`config.mk`:
```
export PLATFORM = sky130hd
export DESIGN_NAME = mem_bus_arbiter
export DESIGN_NICKNAME = d
export VERILOG_FILES = /design/src/rtl/mem_bus_arbiter.sv
export SDC_FILE = /design/constraint.sdc
export NUM_CORES = 1
export LEC_CHECK = 0
export ABC_AREA = 0
export CAP_MARGIN = 30
export CORE_MARGIN = 2
export CORE_UTILIZATION = 44
export CTS_CLUSTER_DIAMETER = 80
export DETAILED_ROUTE_END_ITERATION = 6
export PLACE_DENSITY_LB_ADDON = 0.12
export SLEW_MARGIN = 20
export SYNTH_ARGS = -nofsm -noshare
export SYNTH_HDL_FRONTEND = slang
export SYNTH_SLANG_ARGS = --single-unit
```
`constraint.sdc`:
```
create_clock -name in_clk -period 6 [get_ports in_clk]
set_clock_uncertainty 0.1 [all_clocks]
set_input_delay 1.8 -clock in_clk [delete_from_list [all_inputs] [get_ports in_clk]]
set_output_delay 1.8 -clock in_clk [all_outputs]
set_load 0.05 [all_outputs]
```
`src/rtl/mem_bus_arbiter.sv`:
```
// -----------------------------------------------------------------------------
// mem_bus_arbiter
//
// Shares one single-port program/data memory between the CPU control path and
// a DMA/program-loader port. Requests are arbitrated round-robin. The winning
// request is latched, and the memory enables are sequenced for MEM_LAT cycles.
// Completion is signalled with a one-cycle ack. A requester may chain up to
// MAX_HOLD accesses by holding its lock, so multi-byte instructions are not
// interleaved with the other port.
//
// Handshake: a requester raises req with stable we/addr/wdata (and optional
// lock) and keeps them until it sees its gnt. The access is complete in the
// cycle its ack is high, and read data is valid on rdata in that cycle.
// To chain a locked access, present the next req/lock/we/addr/wdata during
// the ack cycle. Otherwise drop req after ack. A req still high when the
// arbiter is idle is taken as a fresh request.
//
// Ports
//   in_clk, in_rst          clock, synchronous active-low reset
//   cpu_req/we/lock/addr/wdata  CPU request
//   cpu_gnt, cpu_ack        CPU owns bus / access complete pulse
//   dma_req/we/lock/addr/wdata  DMA request
//   dma_gnt, dma_ack        DMA owns bus / access complete pulse
//   rdata                   last read data (valid in ack cycle, then held)
//   mem_addr, mem_wdata     memory address / write data
//   mem_rd_en, mem_wr_en    memory enables, high for MEM_LAT cycles
//   mem_rdata               memory read data
//   busy                    arbiter is not idle
//   owner                   0 = CPU, 1 = DMA (current or last owner)
//   dbg_state               FSM state (0 idle, 1 access, 2 ack)
// -----------------------------------------------------------------------------
module mem_bus_arbiter #(
  parameter int ADDR_W   = 8,
  parameter int DATA_W   = 8,
  parameter int MEM_LAT  = 1,
  parameter int MAX_HOLD = 4
) (
  input  logic              in_clk,
  input  logic              in_rst,
  input  logic              cpu_req,
  input  logic              cpu_we,
  input  logic              cpu_lock,
  input  logic [ADDR_W-1:0] cpu_addr,
  input  logic [DATA_W-1:0] cpu_wdata,
  output logic              cpu_gnt,
  output logic              cpu_ack,
  input  logic              dma_req,
  input  logic              dma_we,
  input  logic              dma_lock,
  input  logic [ADDR_W-1:0] dma_addr,
  input  logic [DATA_W-1:0] dma_wdata,
  output logic              dma_gnt,
  output logic              dma_ack,
  output logic [DATA_W-1:0] rdata,
  output logic [ADDR_W-1:0] mem_addr,
  output logic [DATA_W-1:0] mem_wdata,
  output logic              mem_rd_en,
  output logic              mem_wr_en,
  input  logic [DATA_W-1:0] mem_rdata,
  output logic              busy,
  output logic              owner,
  output logic [1:0]        dbg_state
);

  localparam logic [1:0] S_IDLE   = 2'd0;
  localparam logic [1:0] S_ACCESS = 2'd1;
  localparam logic [1:0] S_ACK    = 2'd2;

  localparam logic OWN_CPU = 1'b0;
  localparam logic OWN_DMA = 1'b1;

  // Latency counter reload: counts MEM_LAT-1 down to 0 while enables are high.
  localparam logic [3:0] LAT_LOAD   = 4'(MEM_LAT - 1);
  localparam logic [3:0] HOLD_LIMIT = 4'(MAX_HOLD);

  logic [1:0]        r_state;
  // The current owner is also the last owner: it only changes on a grant, so
  // one register serves both the owner output and the round-robin pointer.
  logic              r_owner;
  logic              r_we;
  logic [ADDR_W-1:0] r_mem_addr;
  logic [DATA_W-1:0] r_mem_wdata;
  logic [DATA_W-1:0] r_rdata;
  logic [3:0]        r_hold_cnt;
  logic [3:0]        r_lat_cnt;

  logic              w_cpu_wins;
  logic              w_dma_wins;
  logic              w_grant;
  logic              w_win_we;
  logic [ADDR_W-1:0] w_win_addr;
  logic [DATA_W-1:0] w_win_wdata;
  logic              w_own_req;
  logic              w_own_lock;
  logic              w_own_we;
  logic [ADDR_W-1:0] w_own_addr;
  logic [DATA_W-1:0] w_own_wdata;
  logic              w_chain;
  logic              w_active;

  // Arbitration: a lone requester wins. On a tie, the CPU wins only if the
  // DMA went last, and the DMA wins otherwise.
  always_comb begin
    w_cpu_wins  = 1'b0;
    w_dma_wins  = 1'b0;
    w_grant     = 1'b0;
    w_win_we    = 1'b0;
    w_win_addr  = '0;
    w_win_wdata = '0;
    w_cpu_wins  = cpu_req & (~dma_req | (r_owner == OWN_DMA));
    w_dma_wins  = dma_req & ~w_cpu_wins;
    w_grant     = w_cpu_wins | w_dma_wins;
    if (w_dma_wins) begin
      w_win_we    = dma_we;
      w_win_addr  = dma_addr;
      w_win_wdata = dma_wdata;
    end else begin
      w_win_we    = cpu_we;
      w_win_addr  = cpu_addr;
      w_win_wdata = cpu_wdata;
    end
  end

  // Lock-chain check in the ack cycle. Only the owner's inputs are looked at,
  // so the other requester waits without being arbitrated.
  always_comb begin
    w_own_req   = 1'b0;
    w_own_lock  = 1'b0;
    w_own_we    = 1'b0;
    w_own_addr  = '0;
    w_own_wdata = '0;
    if (r_owner == OWN_DMA) begin
      w_own_req   = dma_req;
      w_own_lock  = dma_lock;
      w_own_we    = dma_we;
      w_own_addr  = dma_addr;
      w_own_wdata = dma_wdata;
    end else begin
      w_own_req   = cpu_req;
      w_own_lock  = cpu_lock;
      w_own_we    = cpu_we;
      w_own_addr  = cpu_addr;
      w_own_wdata = cpu_wdata;
    end
    w_chain = w_own_req & w_own_lock & (r_hold_cnt < HOLD_LIMIT);
  end

  always_ff @(posedge in_clk) begin
    if (!in_rst) begin
      // Any in-flight access is dropped without an ack.
      r_state     <= S_IDLE;
      r_owner     <= OWN_DMA;
      r_we        <= 1'b0;
      r_mem_addr  <= '0;
      r_mem_wdata <= '0;
      r_rdata     <= '0;
      r_hold_cnt  <= 4'd0;
      r_lat_cnt   <= 4'd0;
    end else begin
      case (r_state)
        S_IDLE: begin
          if (w_grant) begin
            r_state     <= S_ACCESS;
            r_owner     <= w_dma_wins;
            r_we        <= w_win_we;
            r_mem_addr  <= w_win_addr;
            r_mem_wdata <= w_win_wdata;
            r_hold_cnt  <= 4'd1;
            r_lat_cnt   <= LAT_LOAD;
          end
        end
        S_ACCESS: begin
          if (r_lat_cnt == 4'd0) begin
            if (!r_we) begin
              r_rdata <= mem_rdata;
            end
            r_state <= S_ACK;
          end else begin
            r_lat_cnt <= r_lat_cnt - 4'd1;
          end
        end
        S_ACK: begin
          if (w_chain) begin
            r_state     <= S_ACCESS;
            r_we        <= w_own_we;
            r_mem_addr  <= w_own_addr;
            r_mem_wdata <= w_own_wdata;
            r_hold_cnt  <= r_hold_cnt + 4'd1;
            r_lat_cnt   <= LAT_LOAD;
          end else begin
            r_state    <= S_IDLE;
            r_hold_cnt <= 4'd0;
          end
        end
        default: begin
          r_state <= S_IDLE;
        end
      endcase
    end
  end

  assign w_active  = (r_state == S_ACCESS) | (r_state == S_ACK);

  assign cpu_gnt   = w_active & (r_owner == OWN_CPU);
  assign dma_gnt   = w_active & (r_owner == OWN_DMA);
  assign cpu_ack   = (r_state == S_ACK) & (r_owner == OWN_CPU);
  assign dma_ack   = (r_state == S_ACK) & (r_owner == OWN_DMA);
  assign mem_rd_en = (r_state == S_ACCESS) & ~r_we;
  assign mem_wr_en = (r_state == S_ACCESS) & r_we;
  assign mem_addr  = r_mem_addr;
  assign mem_wdata = r_mem_wdata;
  assign rdata     = r_rdata;
  assign busy      = (r_state != S_IDLE);
  assign owner     = r_owner;
  assign dbg_state = r_state;

endmodule

```
== Word level (Yosys, flattened, before mapping) ==
Index checks and enable logic that the tools add are counted.
Word-level totals
  register bits: 36
  bits of input ports: 48
  output and inout port bits: 34
  logic and storage cells: 73
Cells by class
  add/subtract/negate cells: 2
  magnitude comparators: 1
  equality and inequality tests: 6
  muxes and demuxes: 28
  bitwise logic cells: 17
  reduce and logical (&&, ||, !) cells: 11
Operator list (count)
  $mux 8: 8
  $pmux 8 s2: 2
  $mux 4: 5
  $pmux 4 s3: 1
  $and 1x1->1: 10
  $ne 2x2->1 const B: 4
  $pmux 4 s2: 1
  $mux 1: 7
  $pmux 2 s3: 1
  $reduce_and 2->1: 3
  $reduce_and 3->1: 2
  $add 4x1->4 const B: 1
  $logic_not 4->1: 1
  $lt 4x3->1 const B: 1
  $mux 2: 2
  $not 1->1: 4
  $reduce_and 4->1: 1
  $reduce_bool 2->1: 2
  $sub 4x1->4 const B: 1
  $or 1x1->1: 3
  $reduce_bool 3->1: 1
  $eq 2x1->1 const B: 1
  $eq 2x2->1 const B: 1
  $logic_not 2->1: 1
  $pmux 1 s2: 1

== Longest topological paths before layout ==
  depth in word-level cells: 8
  depth in mapped cells: 8
  mapped depth without buffers: 6

== Worst setup path after synthesis ==
No wires, ideal clock.
  path kind: reg2out
  from: reg r_state[0] (netlist: dbg_state[0])
  to: out mem_rd_en
  data arrival time: 1.710 ns
  data required time: 4.100 ns
  slack: 2.390 ns
  cell stages (with the launch flop): 4
  path buffers: 1
  cells stage by stage: dfxtp_1 > ha_1 > nor2b_1 > clkbuf_1
On the way
  longest elaborated chain between the ends: 2
RTL lines
  from (decl): RTL line 76  | logic [1:0] r_state;
  from (signal assigned): RTL line 151  | r_state <= S_IDLE;
  from (signal assigned): RTL line 163  | r_state <= S_ACCESS;
  from (signal assigned): RTL line 177  | r_state <= S_ACK;
  $eq 2x1->1: RTL line 208  | assign mem_rd_en = (r_state == S_ACCESS) & ~r_we;
  $and 1x1->1: RTL line 208
  to (decl): RTL line 57  | output logic mem_rd_en,
No other way between the ends.

== Worst setup path after layout ==
Ends and elaborated chain as after synthesis.

==> qor.csv <==
metric;value;unit
slew_headroom;46.4;%
whs;0.356;ns
worstPathMaxFanout;12;
synth_edf_count;0;
synth-xor-area-share;0;%
internal_power;0.810;mW
synth_top_family_by_area;compound AO/OA/AOI/OAI gates;
drc;0;
rrSetupSlack;3.50;ns
fillCellCount;322;
h-tree-depth;2;
final_area;2760;um2
crit_end;mem_rd_en;
io_pins;82;
p_sw;0.808;mW
maxSlewViolCount;0;
finalHoldViolCount;0;
track_usage;20.6;%
slowest_delay;0.91;ns
ys_warn_count;0;
via_count;1725;
clock_power_share;10.8;%
ant_nets;0;
status;finished, final reports clean;
tightest_slew;0.784;ns
total_power;1.62;mW
synth_compound_gate_area_share;24.8;%
fin_setup_tns;0;ns
syn_inst;199;
reg2regPathDepth;6;
dieArea;4570;um2
cts_setup_buffers;0;
vdd_drop_max;294;uV
antenna_found_initial;0;
comb_power_share;64.4;%
synth_ff_type;dfxtp_1;
required;4.10;ns
cp-end-kind;output pin;
start_util;45.1;%
post_cts_resized;0;
fmax;223;MHz
grt_max_degree;22;
synthAdderAreaFrac;4.93;%
via_per_inst;5.24;
wl_per_cell;13.3;um
fin_crit_sh;74.7;%
root_buffer;clkbuf_8;
yosys.area.top_type;dfxtp_1;
ys_seq_area_share;40.5;%
async_reset_ff_share;0;%
grt_pass1_vias;1557;
finalNetCount;333;
clk_pin_slew;0.07;ns
gr-total-overflow;0;
post-route-min-period;4.48;ns
diodes;0;
rsz0062_at_grt;false;
cts_buffer_depth;2;
seqPwrFrac;24.7;%
cp-start-kind;flop;
cts-buffers-inserted;5;
yosysTopAreaCellShare;40.5;%
timing.rr.start;dbg_state[0]$_SDFFE_PN0P_;
crit_type;reg -> out;
die_y;67.6;um
grt_pass1_wl;7090;um
final_layout_size_suffix_gt1_share;7.53;%
syn-num-nets;254;
syn_area_per_cell;8.93;um2
synth.mux.area_fraction;9.57;%
switching_share;50.0;%
reg2reg_to;mem_wdata[1]$_SDFFE_PN0P_;
cap_violations;0;
arrival;2.58;ns
power-per-cell-area;587;nW/um2
p_leak;1.10;nW
drt_iter0_drc;75;
gp_congestion;0.815;
drt_first_pass_iters;4;
cp_slowest_cell;clkdlybuf4s50_1;
cts_tree;done;
synthTopCellsByArea;dfxtp_1, mux2i_1, a21oi_1;
synth_cell_types;46;
dpl_cell_area;2660;um2
synth_simple_gate_area_share;15.2;%
worst_skew_pair.late_latency;0.28;ns
hpwl;3370;um
synth_commonest_cells;dfxtp_1, a21oi_1, a211oi_1;
fp.dieW;67.6;um
holdBufCountCts;0;
startpoint;dbg_state[0]$_SDFFE_PN0P_;
post-route-util;69.9;%
yosysMostFrequentCell;dfxtp_1;
ys_ff_latch;36;
hold_class;reg -> reg;
syn2layout_area_growth;55.0;%
finalSetupViolCount;0;
routed_wl;4390;um
rows;23;
port_buffers;81;
coreArea;3940;um2
cts_sinks;36;
path_cells;ha_1, nor2b_1, clkdlybuf4s50_1;
netlist_area;1780;um2
-- routing by layer --
metal	vias to the layer above	share of wire (%)	GRT usage, %
li1	888	-	-
met1	773	44	24.0
met2	58	45	34.3
met3	6	8.7	8.00
met4	0	1.4	7.14
met5	-	0	0
-- per-stage QoR --
| step | cells | worst slack [ns] |
|---|---|---|
| after floorplan | 199 | 2.39 |
| after global placement | 319 | 1.88 |
| after detailed placement | 321 | 1.81 |
| after CTS | 329 | 1.50 |
| after global routing | 329 | 1.31 |
| final | 329 | 1.52 |
-- state kept, by name, indices dropped and copies added, names as in the netlist --
signal and flops:
r_hold_cnt 4, r_lat_cnt 4, mem_addr 8, dbg_state 2, r_we 1, owner 1
rdata 8, mem_wdata 8
-- worst max-delay path, delay by kind of cell (launching register included) --
kind,cells,cell delay [ns]
simple gates,1,0.54
buf+inv,1,0.91
flops,1,0.43
fa+ha+maj,1,0.40
-- placed cells by master (no fill, tap or decap), drive strengths merged, types with 3 or more instances in the layout --
cell           count
clkdlybuf4s50     81
dfxtp             36
a21oi             32
a211oi            18
mux2i             17
nand2             16
nand3             10
inv                7
ha                 7
clkbuf             7
o21ai              5
nor2               4
buf                4
and2               3
-- power groups by stage --
stage          sequential [mW]  clock [mW]  combinational, mW
2_1_floorplan            0.662           0              0.472
3_3_place_gp             0.399           0               1.03
3_5_place_dp             0.403           0               1.05
4_1_cts                  0.399       0.180               1.05
5_1_grt                  0.413       0.192               1.12
6_report                 0.400       0.175               1.04
-- area by class of cell --
| class | instances | area (um2) | share of cell area [%] |
|---|---|---|---|
| Multi-Input combinational cell | 143 | 985 | 35.7 |
| Inverter | 7 | 26.3 | 0.953 |
| Clock buffer | 7 | 86.3 | 3.13 |
| Timing Repair Buffer | 85 | 868 | 31.5 |
| Tap cell | 50 | 62.6 | 2.27 |
| Sequential cell | 36 | 721 | 26.1 |
| Clock inverter | 1 | 7.51 | 0.272 |
-- cells by family (layout without fill, tap and decap cells) --
kind of cell	Yosys count	count (layout)
AO/OA/AOI/OAI	70	70
adder cells (fa/ha/maj)	7	7
buffers and inverters	20	100
flip-flops	36	36
multiplexers	17	17
AND/OR/NAND/NOR	49	49
-- worst min-delay path by stage --
stage / slack [ns] / to / depth (start not counted) / startpoint
floorplan: 0.35 / r_hold_cnt[0]$_SDFFE_PN0P_ / 2 / r_hold_cnt[0]$_SDFFE_PN0P_
global route: 0.37 / rdata[0]$_SDFFE_PN0P_ / 2 / rdata[0]$_SDFFE_PN0P_
detailed placement: 0.35 / rdata[6]$_SDFFE_PN0P_ / 2 / rdata[6]$_SDFFE_PN0P_
global placement: 0.34 / rdata[5]$_SDFFE_PN0P_ / 2 / rdata[5]$_SDFFE_PN0P_
finish: 0.36 / rdata[0]$_SDFFE_PN0P_ / 2 / rdata[0]$_SDFFE_PN0P_
CTS: 0.36 / rdata[7]$_SDFFE_PN0P_ / 2 / rdata[7]$_SDFFE_PN0P_
Note: power is estimated with default switching activity, not from simulation.
